## config.mk

```make
export PLATFORM = sky130hd
export DESIGN_NAME = udiv_seq_flat
export DESIGN_NICKNAME = d
export VERILOG_FILES = /design/src/rtl/udiv_seq_if.sv /design/src/rtl/udiv_seq.sv /design/src/flat_wrapper.sv
export SDC_FILE = /design/constraint.sdc
export NUM_CORES = 1
export LEC_CHECK = 0
export BUFFER_PORTS_ARGS = -buffer_cell sky130_fd_sc_hd__buf_4
export CAP_MARGIN = 20
export CORE_MARGIN = 1
export CORE_UTILIZATION = 49
export CTS_CLUSTER_DIAMETER = 80
export CTS_CLUSTER_SIZE = 10
export DETAILED_ROUTE_END_ITERATION = 10
export GPL_ROUTABILITY_DRIVEN = 0
export HOLD_SLACK_MARGIN = 0.05
export PLACE_DENSITY = 0.71
export SETUP_SLACK_MARGIN = 0.4
export SYNTH_ARGS = -nofsm -noshare
export SYNTH_HDL_FRONTEND = slang
export SYNTH_SLANG_ARGS = --single-unit
export TNS_END_PERCENT = 100
```

## constraint.sdc

```tcl
create_clock -name clk -period 1.8 [get_ports clk]
set_clock_uncertainty 0.2 [all_clocks]
set_input_delay 0.36 -clock clk [delete_from_list [all_inputs] [get_ports clk]]
set_output_delay 0.36 -clock clk [all_outputs]
set_load 0.005 [all_outputs]
```

## src/rtl/udiv_seq_if.sv

```systemverilog
// Operand/result bundle for the sequential 8/4 unsigned divider.
// Handshake: start is taken only in a cycle where ready=1; ready, busy and done
// are mutually exclusive state decodes, and done is a one-cycle pulse that
// marks the cycle in which quotient/remainder/div_by_zero have just updated.
interface udiv_seq_if;
  logic       start;
  logic [7:0] dividend;
  logic [3:0] divisor;
  logic       ready;
  logic       busy;
  logic       done;
  logic [7:0] quotient;
  logic [3:0] remainder;
  logic       div_by_zero;

  modport master (
    output start, dividend, divisor,
    input  ready, busy, done, quotient, remainder, div_by_zero
  );

  modport slave (
    input  start, dividend, divisor,
    output ready, busy, done, quotient, remainder, div_by_zero
  );
endinterface

```

## src/rtl/udiv_seq.sv

```systemverilog
// Sequential 8-bit by 4-bit restoring divider, one quotient bit per clock.
// Results are registered and change only on the edge that enters DONE.
module udiv_seq (
  input  logic        clk,
  input  logic        rst,
  udiv_seq_if.slave   bus,
  output logic [1:0]  dbg_state
);

  typedef enum logic [1:0] {
    IDLE = 2'd0,
    CALC = 2'd1,
    DONE = 2'd2
  } state_t;

  state_t     state;
  state_t     state_next;

  logic [7:0] sr;
  logic [3:0] dvs;
  logic [3:0] r;
  logic [2:0] cnt;

  logic [4:0] t;
  logic       q_bit;
  logic [3:0] r_next;

  logic [7:0] quot;
  logic [3:0] rem;
  logic       dbz;

  // The partial remainder's fifth bit is always zero after a step, so only
  // the low four bits are stored; the compare itself is done at five bits.
  always_comb begin
    t      = {r, sr[7]};
    q_bit  = (t >= {1'b0, dvs});
    r_next = q_bit ? (t[3:0] - dvs) : t[3:0];
  end

  always_comb begin
    state_next = state;
    case (state)
      IDLE: begin
        if (bus.start) begin
          state_next = (bus.divisor == 4'd0) ? DONE : CALC;
        end
      end
      CALC: begin
        if (cnt == 3'd0) begin
          state_next = DONE;
        end
      end
      DONE:    state_next = IDLE;
      default: state_next = IDLE;
    endcase
  end

  always_ff @(posedge clk or posedge rst) begin
    if (rst) begin
      state <= IDLE;
    end else begin
      state <= state_next;
    end
  end

  always_ff @(posedge clk or posedge rst) begin
    if (rst) begin
      sr   <= 8'd0;
      dvs  <= 4'd0;
      r    <= 4'd0;
      cnt  <= 3'd0;
      quot <= 8'd0;
      rem  <= 4'd0;
      dbz  <= 1'b0;
    end else begin
      case (state)
        IDLE: begin
          if (bus.start) begin
            if (bus.divisor != 4'd0) begin
              dvs <= bus.divisor;
              r   <= 4'd0;
              sr  <= bus.dividend;
              cnt <= 3'd7;
            end else begin
              quot <= 8'hFF;
              rem  <= bus.dividend[3:0];
              dbz  <= 1'b1;
            end
          end
        end
        CALC: begin
          // Quotient bits enter at the LSB as dividend bits leave at the MSB.
          r   <= r_next;
          sr  <= {sr[6:0], q_bit};
          cnt <= cnt - 3'd1;
          if (cnt == 3'd0) begin
            quot <= {sr[6:0], q_bit};
            rem  <= r_next;
            dbz  <= 1'b0;
          end
        end
        default: begin
        end
      endcase
    end
  end

  assign bus.ready       = (state == IDLE);
  assign bus.busy        = (state == CALC);
  assign bus.done        = (state == DONE);
  assign bus.quotient    = quot;
  assign bus.remainder   = rem;
  assign bus.div_by_zero = dbz;
  assign dbg_state       = state;

endmodule

```

## src/flat_wrapper.sv

```systemverilog
// flat-port wrapper written by rule: the top's interface ports become plain ports
module udiv_seq_flat 
  (clk, rst, dbg_state, bus_start, bus_dividend, bus_divisor, bus_ready, bus_busy, bus_done, bus_quotient, bus_remainder, bus_div_by_zero);
  udiv_seq_if bus_i ();
  input  logic clk;
  input  logic rst;
  output logic [1:0] dbg_state;
  input wire logic [$bits(bus_i.start)-1:0] bus_start;
  input wire logic [$bits(bus_i.dividend)-1:0] bus_dividend;
  input wire logic [$bits(bus_i.divisor)-1:0] bus_divisor;
  output wire logic [$bits(bus_i.ready)-1:0] bus_ready;
  output wire logic [$bits(bus_i.busy)-1:0] bus_busy;
  output wire logic [$bits(bus_i.done)-1:0] bus_done;
  output wire logic [$bits(bus_i.quotient)-1:0] bus_quotient;
  output wire logic [$bits(bus_i.remainder)-1:0] bus_remainder;
  output wire logic [$bits(bus_i.div_by_zero)-1:0] bus_div_by_zero;
  assign bus_i.start = bus_start;
  assign bus_i.dividend = bus_dividend;
  assign bus_i.divisor = bus_divisor;
  assign bus_ready = bus_i.ready;
  assign bus_busy = bus_i.busy;
  assign bus_done = bus_i.done;
  assign bus_quotient = bus_i.quotient;
  assign bus_remainder = bus_i.remainder;
  assign bus_div_by_zero = bus_i.div_by_zero;
  udiv_seq u_core (.clk(clk), .rst(rst), .bus(bus_i), .dbg_state(dbg_state));
endmodule
```

==> results of run 1 <==
==> critical path, cell delays in order, from the launching register on <==
cell	delay [ps]
dfrtp_1	440
inv_1	110
fa_1	450
xnor2_1	220
nand4_1	190
a41oi_1	280
==> cell usage in the layout, fill, tap and decap left out, types with 2 or more instances in the layout <==
master    count
buf_4        61
nand2_4       5
ha_4          6
a31oi_4       2
a21oi_1       3
a21oi_2      13
o211ai_1      4
a31oi_1       4
buf_12        5
a22oi_1       3
buf_6        24
inv_1         5
dfrtp_1      33
nand2_2       3
or4_4         2
a22oi_2       5
nand2_1      14
a21oi_4      10
a41oi_2       2
buf_8         2
o21ai_1       6
nand3_1       2
nand4b_1      2
o21ai_2       3
inv_2         8
nor2_1       14
clkbuf_4      5
and2_4        4
==> flip-flops by register name (all words and copies together) (netlist names) <==
signal / flops
u_core.dbg_state: 2
u_core.bus.remainder: 4
u_core.sr: 8
u_core.bus.div_by_zero: 1
u_core.dvs: 4
u_core.bus.quotient: 8
u_core.r: 4
u_core.cnt: 3
==> power groups by stage <==
stage / logic (mW) / clock network [mW] / registers (mW)
2_1_floorplan: 1.88 / 0 / 1.39
3_3_place_gp: 2.71 / 0 / 1.41
3_5_place_dp: 2.83 / 0 / 1.43
4_1_cts: 3.57 / 0.466 / 1.43
5_1_grt: 5.15 / 0.518 / 1.58
6_report: 4.96 / 0.486 / 1.57
==> through the flow <==
step	setup WS [ps]	hold WS [ps]	utilization (%)	setup TNS, ps
after floorplan	-24.7	246	-	-24.7
after global placement	-30.5	286	68.2	-80.1
after detailed placement	-104	290	68.2	-361
after CTS	-79.9	52.3	81.4	-222
after global routing	-168	46.0	93.7	-1100
final	-153	39.2	93.7	-677
==> metal layers <==
layer / up-vias / track usage [%] / share of wire (%) / wire [µm]
met5: - / 0 / 0 / 0
met3: 57 / 5.66 / 8.5 / 666
met1: 1013 / 38.4 / 36 / 2840
met4: 0 / 9.30 / 7.3 / 573
met2: 156 / 46.2 / 48 / 3730
li1: 854 / - / - / -
==> layout make-up <==
class                           instances  area (µm²)  share of cell area [%]
Clock buffer                            6        51.3                    1.60
Timing Repair Buffer                   95         921                    28.8
Multi-Input combinational cell        129        1250                    39.1
Sequential cell                        34         852                    26.6
Tap cell                               46        57.6                    1.80
Clock inverter                          2        12.5                   0.391
Inverter                               14        55.1                    1.72
==> path summary, 6_finish.rpt <==
| path | to | slack, ps | depth (start not counted) |
|---|---|---|---|
| max in group asynchronous | u_core.dvs[0] | 570 | 4 |
| min | u_core.dvs[3] | 40 | 3 |
| max | u_core.bus.remainder[2] | -150 | 5 |
| min in group asynchronous | u_core.bus.remainder[1] | 490 | 4 |
| max reg2reg | u_core.bus.remainder[2] | -150 | 5 |
| min reg2reg | u_core.dvs[2] | 360 | 2 |
==> kinds of logic after synthesis <==
logic type,count (synthesis)
simple gates,56
fa+ha+maj,7
compound gates,63
flops,34
buf+inv,23
mux,1
xor+xnor,1
==> timing repair <==
item,CTS,global route
pin swaps,12,26
buffers inserted,16,21
cloned,2,1
hold endpoints to repair,34,0
resized for setup,56,52
hold buffers,1,0
setup endpoints to repair,43,49
==> results by group, run 1 <==
Logic synthesis
  – Post-synthesis sequential area ratio: between 40% and 50%
  – Mapped Avg Cell Area: 9.71 µm²
  – Predominant post-synthesis flop cell: dfrtp_1
  – Async set-reset flop share out of synthesis: between 90% and 100%
  – Top cells by instance count after synthesis: dfrtp_1, a21oi_1, nand2_1
  – Largest family of logic cells by synthesized area: compound AO/OA/AOI/OAI gates
  – Yosys top cell by area: dfrtp_1
  – Synthesized net count: 207
  – Simple-gate share of the synthesized area: 15.7%
  – Synth Area in Adders: 5.29%
  – Yosys top cell area share: 47.4%
  – Seq cells post-synth: 34
  – Post-Syn Area: 0.00180 mm²
  – Synth area leaders: dfrtp_1, a21oi_1, nand2_1
  – Ys Warns: 0
  – Post-synthesis cell count: approximately 190
  – Post-Synth XOR/XNOR Area: 0.487%
  – Mux cell area share after synthesis: 0.836%
  – Top-count cell post-synth: dfrtp_1
  – Distinct cells, synth: 42
  – Post-synth EDFFs: 0
  – Compound-cell area share of the yosys netlist: 23.7%

Critical path
  – FF-to-FF Start: u_core.r[0]
  – Crit end category: flop
  – Worst Path Arrival: 2030 ps
  – Critical path class: flop to flop
  – CP Launch Type: flop
  – CP Max Fanout: 3
  – Critical Path RT: 1880 ps
  – Crit path from: u_core.r[0]

Routing
  – First-iteration detailed-routing DRC count: between 200 and 250
  – Vias/cell: between 6 and 7
  – Routed WL per cell: 24.0 µm
  – Antenna viol nets, final: 0
  – Initial DRT Pass Iterations: 4
  – DRC errors left: 0
  – Routed WL: 7810 µm
  – Vias: between 2000 and 2500

Timing
  – Setup WS post-layout: -153 ps
  – Hold Vio Cnt, Final: 0
  – Final period util: 108%
  – RSZ-0062 raised after global routing: yes
  – Tightest Pin Transition: 446 ps
  – Max frequency: between 0.5 and 0.6 GHz
  – Final setup violation count: 12
  – Final Critical Period: ~2000 ps
  – Slew Viols, Final: 0
  – Slew headroom: 70.3%

Flow run
  – Maxcap violations: 0

Final layout
  – Diode count: 0
  – Synth-to-layout area growth: 78.2%
  – Post-Layout Inst Area: 0.00320 mm²
  – Finished Layout Cells: between 300 and 400
  – Layout cell share with drive strength beyond 1: 64.6%
  – Nets: 301
  – Layout filler cell count: 98

Floorplan
  – Core area: 0.00342 mm²
  – Floorplan row count: 21
  – Starting Density: about 53%
  – Die Ht: 62.6 µm
  – Die Area: roughly 0.004 mm²
  – # IOs: 33
  – Die Wd: between 60 and 70 µm

Power
  – Internal power: around 4 mW
  – Max VDD drop: 1.63 mV
  – Seq pwr share: around 22%
  – Leak pwr: 1.42 nW
  – PwrDens: 2190 mW/mm²
  – Clock Power Share: 6.9%
  – Total power: 7.01 mW
  – Comb pwr share: between 70% and 80%
  – Switching Fraction: 44.3%
  – Net load switching power: 3.11 mW

Global route
  – Total track usage: 28.6%
  – Final global-route overflow total: 0
  – Vias in the first global route: ~1700
  – Initial antenna violation count: 0
  – Largest net degree at the start of global routing: 35
  – First-pass GRT wire length: 8510 µm

Placement
  – IO buf count: 32
  – Placed cell count: 277
  – Placed inst area: 0.00233 mm²
  – Dpl hpwl: 3180 µm

Worst hold path
  – Hold path startpoint: bus_divisor[3]
  – Hold Crit Class: input port to flop

Clocking
  – Root Buffer: clkbuf_4
  – Clock sinks: 34
  – Clk Latency, worst-skew pair: 370 ps
  – Htree depth: 2
  – Num CTS Buffers: 5
  – CTS clock-pin slew for the worst setup and hold paths: between 100 and 150 ps
  – Max Buffers Root-to-Sink: 2
  – CTS tree: yes

Outcome
  – Failing checks: negative setup slack
  – Run status: complete, but fails checks
Note: power is estimated with default switching activity, not from simulation.
==> run 2, diff against run 1 <==
- CORE_UTILIZATION: 49 -> 52
- CTS_BUF_LIST: unset -> sky130_fd_sc_hd__clkbuf_8
- PLACE_DENSITY: 0.71 -> 0.75
==> run 2 against run 1 <==
The flow now stops in 5_1_grt. Synthesized area unchanged. Synthesized cell count unchanged.
==> results by group, run 2 <==
Logic synthesis
  – Yosys top cell area share: 47.4% (unchanged)
  – Post-synth EDFFs: 0 (unchanged)
  – Post-Syn Area: 0.00180 mm² (unchanged)
  – Distinct cells, synth: 42 (unchanged)
  – Yosys top cell by area: dfrtp_1 (unchanged)
  – Async set-reset flop share out of synthesis: 100% (unchanged)
  – Top cells by instance count after synthesis: dfrtp_1, a21oi_1, nand2_1 (unchanged)
  – Synthesized net count: 207 (unchanged)
  – Top-count cell post-synth: dfrtp_1 (unchanged)
  – Mapped Avg Cell Area: 9.71 µm² (unchanged)
  – Post-synthesis cell count: 185 (unchanged)
  – Predominant post-synthesis flop cell: dfrtp_1 (unchanged)
  – Synth area leaders: dfrtp_1, a21oi_1, nand2_1 (unchanged)
  – Post-synthesis sequential area ratio: 47.4% (unchanged)
  – Ys Warns: 0 (unchanged)
  – Seq cells post-synth: 34 (unchanged)

Floorplan
  – Floorplan row count: 20 (was 21)
  – # IOs: 33 (unchanged)
  – Die Wd: 60.8 µm (was 62.6 µm)
  – Die Ht: 60.8 µm (was 62.6 µm)
  – Starting Density: 57.0% (was 52.6%)

Outcome
  – Failed at: 5_1_grt
  – Run status: did not finish (was complete, but fails checks)
  – Error msg: [ERROR DPL-0038] Utilization greater than 100%, impossible to legalize

Global route
  – Largest net degree at the start of global routing: 35

Clocking
  – Clock sinks: 34 (unchanged)
  – Root Buffer: clkbuf_8 (was clkbuf_4)
  – Num CTS Buffers: 5 (unchanged)
  – Max Buffers Root-to-Sink: 2 (unchanged)
  – Htree depth: 2 (unchanged)

Timing
  – Worst-path end type: register input
  – Post-GRT worst EP: u_core.bus.remainder[1]$_DFFE_PP0P_/D

Placement
  – Dpl hpwl: 3260 µm (was 3180 µm)
  – IO buf count: 32 (unchanged)
  – Placed cell count: 274 (was 277)
==> run 2: cell counts after synthesis <==
Identical to the previous run, type by type.
==> run 2: metrics by stage <==
stage	cell area (µm²)	setup WS [ps]
after floorplan	1940	-24.7
after global placement	2320	-48.5
after detailed placement	2320	-98.9
after CTS	2860	-81.3
==> run 2: cells by family after synthesis <==
family / share of synthesized area, %
compound gates: 23.7
simple gates: 15.7
flops: 47.4
buf+inv: 6.68
fa+ha+maj: 5.29
xor+xnor: 0.488
mux: 0.835
==> run 2: timing repair <==
action                                  CTS
setup buffers                            13
endpoints found under the setup margin   33
hold buffers                              1
endpoints found under the hold margin    34
gates cloned                              2
pin swaps                                28
resized for setup                        72
==> run 3, diff against run 2 <==
- CORE_UTILIZATION: 52 -> 40
- CTS_BUF_LIST: sky130_fd_sc_hd__clkbuf_8 -> unset
- CTS_CLUSTER_DIAMETER: 80 -> unset
- CTS_CLUSTER_SIZE: 10 -> unset
- HOLD_SLACK_MARGIN: 0.05 -> unset
- PLACE_DENSITY: 0.75 -> unset
- PLACE_DENSITY_LB_ADDON: unset -> 0.15
- SETUP_SLACK_MARGIN: 0.4 -> unset
- clock period: 1.8 -> 2.3 ns (I/O delays scaled with it)
==> run 3 against run 2 <==
The flow now finishes without violations.
==> results by group, run 3 (synthesis results as in run 1) <==
Power
  – Total power: 3.35 mW
  – PwrDens: around 1500 mW/mm²
  – Leak pwr: 1.00 nW
  – Max VDD drop: 0.617 mV

Clocking
  – Max Buffers Root-to-Sink: 2 (unchanged)
  – Htree depth: 2 (unchanged)
  – Hold-fix buffer count after cts: 0 (was 1)
  – Clk Latency, worst-skew pair: 290 ps
  – CTS tree: yes
  – CTS clock-pin slew for the worst setup and hold paths: 80 ps
  – Num CTS Buffers: 5 (unchanged)
  – Clock sinks: 34 (unchanged)
  – Root Buffer: clkbuf_8 (unchanged)

Final layout
  – Diode count: 0
  – Synth-to-layout area growth: 21.3%
  – Finished Layout Cells: 274
  – Post-Layout Inst Area: between 0.002 and 0.0025 mm²
  – Reg area: 851 µm²
  – Commonest non-fill, non-tap cell in the layout: buf_4
  – Core Util, Final: 50.4%
  – Layout cell share with drive strength beyond 1: 27.9%
  – Layout filler cell count: 429
  – Nets: 243
  – Commonest non-fill, non-tap cells in the layout: buf_4, dfrtp_1, a21oi_1, nand2_1, nor2_1
  – Footprint of the multi-input gates: approximately 830 µm²

Critical path
  – CP Launch Type: flop
  – R2r setup slk: 180 ps
  – Register-to-Register Path Depth: 5
  – Worst Path Arrival: 1490 ps
  – Reg-to-Reg End: u_core.bus.remainder[1]
  – FF-to-FF Start: u_core.sr[7]
  – Crit end category: primary output
  – Critical path class: flop to primary output
  – Critical Path RT: ~1600 ps
  – CP Max Fanout: 17

Timing
  – Hold Vio Cnt, Final: 0
  – Final hold slack: 68.8 ps
  – Slew headroom: 63.5%
  – Final setup violation count: 0
  – Setup WS post-layout: roughly 150 ps
  – Fin Setup TNS: 0 ps
  – RSZ-0062 raised after global routing: no
  – Tightest Pin Transition: 547 ps
  – Slew Viols, Final: 0
  – Final Critical Period: 2150 ps
  – Final period util: 93.7%
  – Max frequency: about 0.46 GHz

Global route
  – Total track usage: around a fifth
  – Final global-route overflow total: 0
  – Initial antenna violation count: 0
  – Vias in the first global route: 1497
  – Largest net degree at the start of global routing: 35
  – First-pass GRT wire length: 7440 µm

Routing
  – Routed WL per cell: about 16 µm
  – Antenna viol nets, final: 0
  – Vias/cell: 5.69
  – Vias: 1559
  – Routed WL: 4380 µm
  – Initial DRT Pass Iterations: 4
  – First-iteration detailed-routing DRC count: between 70 and 80
  – DRC errors left: 0

Floorplan
  – Floorplan row count: 24 (was 20)
  – Die Area: 0.00476 mm²
  – Die Ht: 69.0 µm (was 60.8 µm)
  – Core area: around 0.0043 mm²
  – # IOs: 33 (unchanged)
  – Starting Density: 41.6% (was 57.0%)
  – Die Wd: 69.0 µm (was 60.8 µm)

Placement
  – IO buf count: 32 (unchanged)
  – Setup WS pre-CTS: 207 ps (was -98.9 ps)
  – Placed inst area: 0.00208 mm² (was 0.00232 mm²)
  – Dpl hpwl: 3150 µm (was 3260 µm)
  – Placed cell count: 266 (was 274)

Outcome
  – Run status: complete, no violations (was did not finish)

Flow run
  – Maxcap violations: 0

Worst hold path
  – Hold Crit Class: input port to async pin
-- run 3: worst max path at each step --
stage / from / endpoint / slack, ps / depth (start not counted)
global placement: u_core.sr[7] / u_core.bus.remainder[1] / 250 / 5
CTS: u_core.dbg_state[0] / bus_busy / 130 / 3
global route: u_core.dbg_state[0] / bus_busy / 20 / 3
detailed placement: u_core.sr[7] / u_core.bus.remainder[1] / 210 / 5
floorplan: u_core.dvs[0] / u_core.bus.remainder[1] / 310 / 4
finish: u_core.dbg_state[0] / bus_busy / 150 / 3
-- run 3: area by class of cell --
| type | instances | share of cell area [%] |
|---|---|---|
| Clock inverter | 2 | 0.574 |
| Tap cell | 52 | 2.99 |
| Multi-Input combinational cell | 128 | 38.0 |
| Inverter | 14 | 2.53 |
| Sequential cell | 34 | 39.0 |
| Timing Repair Buffer | 38 | 13.1 |
| Clock buffer | 6 | 3.79 |
-- run 3: metal layers --
metal	wire [µm]	global-route usage (%)	share of wire (%)
met4	29	4.54	0.66
met3	191	4.82	4.4
met2	2040	30.1	47
met5	0	0	0
met1	2120	28.1	48
-- run 3: power breakdown --
part,internal (mW),switching (mW),leakage [nW]
registers,0.897,0.223,0.395
clock network,0.241,0.231,0.0472
logic,0.792,0.962,0.559
-- run 3: worst max-delay path, stage by stage (launching register included) --
cell,delay (ps)
dfrtp_1,580
nand2_2,250
inv_4,230
buf_4,150
-- run 3: repair_timing --
action / CTS / global route
endpoints found under the setup margin: 1 / 0
gates resized for setup: 1 / 0
buffers inserted: 0 / 0
==> run 4, diff against run 3 <==
- clock period: 2.3 -> 2.7 ns (I/O delays scaled with it)
==> run 4 against run 3 <==
First-iteration DRC count increased by 25%. Total power down 13%. Die area stayed put. Sequential power is 13% lower. Critical endpoint unchanged. Flip-flop and latch count unchanged. Highest routed layer unchanged.
==> results by group, run 4 (synthesis results as in run 1) <==
Clocking
  – CTS clock-pin slew for the worst setup and hold paths: 70 ps (was 80 ps)
  – Clock sinks: 34 (unchanged)
  – Hold-fix buffer count after cts: 0 (unchanged)
  – Htree depth: 2 (unchanged)
  – CTS tree: yes (unchanged)
  – Resize count post-CTS: 0 (was 1)
  – Max Buffers Root-to-Sink: 2 (unchanged)
  – Clk Latency, worst-skew pair: 290 ps (about the same)
  – Post-CTS Setup Inserts: 0 (unchanged)
  – Num CTS Buffers: 5 (unchanged)
  – Root Buffer: clkbuf_8 (unchanged)

Final layout
  – Synth-to-layout area growth: 20.5% (was 21.3%)
  – Finished Layout Cells: 269 (was 274)
  – Commonest non-fill, non-tap cells in the layout: buf_4, dfrtp_1, a21oi_1, nand2_1, nor2_1 (unchanged)
  – Diode count: 0 (unchanged)
  – Nets: 239 (was 243)
  – Layout cell share with drive strength beyond 1: 25.8% (was 27.9%)
  – Post-Layout Inst Area: 0.00216 mm² (was 0.00218 mm²)

Floorplan
  – Die Area: 0.00476 mm² (unchanged)
  – Die Wd: 69.0 µm (unchanged)
  – # IOs: 33 (unchanged)
  – Core area: 0.00432 mm² (unchanged)
  – Starting Density: 41.6% (unchanged)
  – Floorplan row count: 24 (unchanged)
  – Die Ht: 69.0 µm (unchanged)

Timing
  – Final hold slack: 149 ps (was 68.8 ps)
  – RSZ-0062 raised after global routing: no (unchanged)
  – Fin Setup TNS: 0 ps (unchanged)
  – Final period util: 91.4%
  – Tightest Pin Transition: 570 ps (was 547 ps)
  – Slew Viols, Final: 0 (unchanged)
  – Final Critical Period: approximately 2500 ps
  – Hold Vio Cnt, Final: 0 (unchanged)
  – Max frequency: 0.405 GHz
  – Final setup violation count: 0 (unchanged)
  – Slew headroom: 61.9% (was 63.5%)

Power
  – PwrDens: 1350 mW/mm² (was 1540 mW/mm²)
  – Total power: 2.92 mW (was 3.35 mW)
  – Leak pwr: 0.991 nW (was 1.00 nW)
  – Max VDD drop: 0.602 mV (was 0.617 mV)

Critical path
  – Register-to-Register Path Depth: 5 (unchanged)
  – Crit end category: primary output (unchanged)
  – Critical path class: flop to primary output (unchanged)
  – Worst Path Arrival: 1730 ps (was 1490 ps)
  – FF-to-FF Start: u_core.sr[7] (unchanged)
  – CP Max Fanout: 17 (unchanged)
  – Crit path from: u_core.dbg_state[1] (was u_core.dbg_state[0])
  – Critical Path RT: 1960 ps (was 1640 ps)
  – CP Launch Type: flop (unchanged)

Worst hold path
  – Hold Crit Class: input port to async pin (unchanged)

Placement
  – Placed inst area: 0.00205 mm² (was 0.00208 mm²)
  – Placed cell count: 262 (was 266)
  – IO buf count: 32 (unchanged)
  – Dpl hpwl: 3150 µm (about the same)

Global route
  – Largest net degree at the start of global routing: 35 (unchanged)
  – Initial antenna violation count: 0 (unchanged)
  – Total track usage: 19.7% (about the same)
  – Vias in the first global route: 1481 (was 1497)
  – Final global-route overflow total: 0 (unchanged)
  – First-pass GRT wire length: 7260 µm (was 7440 µm)

Routing
  – DRC errors left: 0 (unchanged)
  – Routed WL: 4280 µm (was 4380 µm)
  – First-iteration detailed-routing DRC count: 95 (was 76)
  – Initial DRT Pass Iterations: 6 (was 4)
  – Antenna viol nets, final: 0 (unchanged)
  – Vias/cell: 5.53 (was 5.69)
  – Routed WL per cell: 15.9 µm (was 16.0 µm)
  – Vias: 1488 (was 1559)

Outcome
  – Run status: complete, no violations (unchanged)

Flow run
  – Maxcap violations: 0 (unchanged)
run 4: layout make-up:
cell class | count | area, µm²
Clock buffer | 6 | 82.6
Clock inverter | 1 | 30.0
Fill cell | 430 | 2160
Inverter | 14 | 55.1
Multi-Input combinational cell | 128 | 826
Sequential cell | 34 | 851
Tap cell | 52 | 65.1
Timing Repair Buffer | 34 | 255
run 4: per-stage QoR:
stage | setup WS (ps) | utilization, %
4_1_cts | 233 | 50.1
3_5_place_dp | 555 | 47.5
2_1_floorplan | 706 | -
5_1_grt | 141 | 50.1
6_report | 233 | 50.1
3_3_place_gp | 609 | 47.5
run 4: worst paths after layout:
path                                           end  slack (ps)
max                                       bus_busy         230
min                         u_core.bus.quotient[5]         150
max reg2reg                u_core.bus.remainder[1]         580
min reg2reg                          u_core.cnt[0]         290
max in group asynchronous            u_core.cnt[1]        1840
min in group clk                     u_core.cnt[0]         290
run 4: where the power goes:
part           internal, mW  switching [mW]  total, mW
clock                 0.295           0.184      0.479
sequential            0.765           0.211      0.975
combinational         0.660           0.801       1.46
total                  1.72            1.20       2.92
run 4: critical path, cell delays in order (launching register included):
cell,delay [ps]
dfrtp_1,520
inv_2,280
nand2_1,250
inv_4,240
buf_4,150
run 4: metal layers:
layer	global-route usage (%)	part of all wire, %	wire length [µm]	vias to the layer above
li1	-	-	-	724
met1	27.0	47	1990	715
met2	29.1	47	2010	43
met3	4.24	5.0	212	6
met4	10.7	1.7	72	0
met5	0	0	0	-
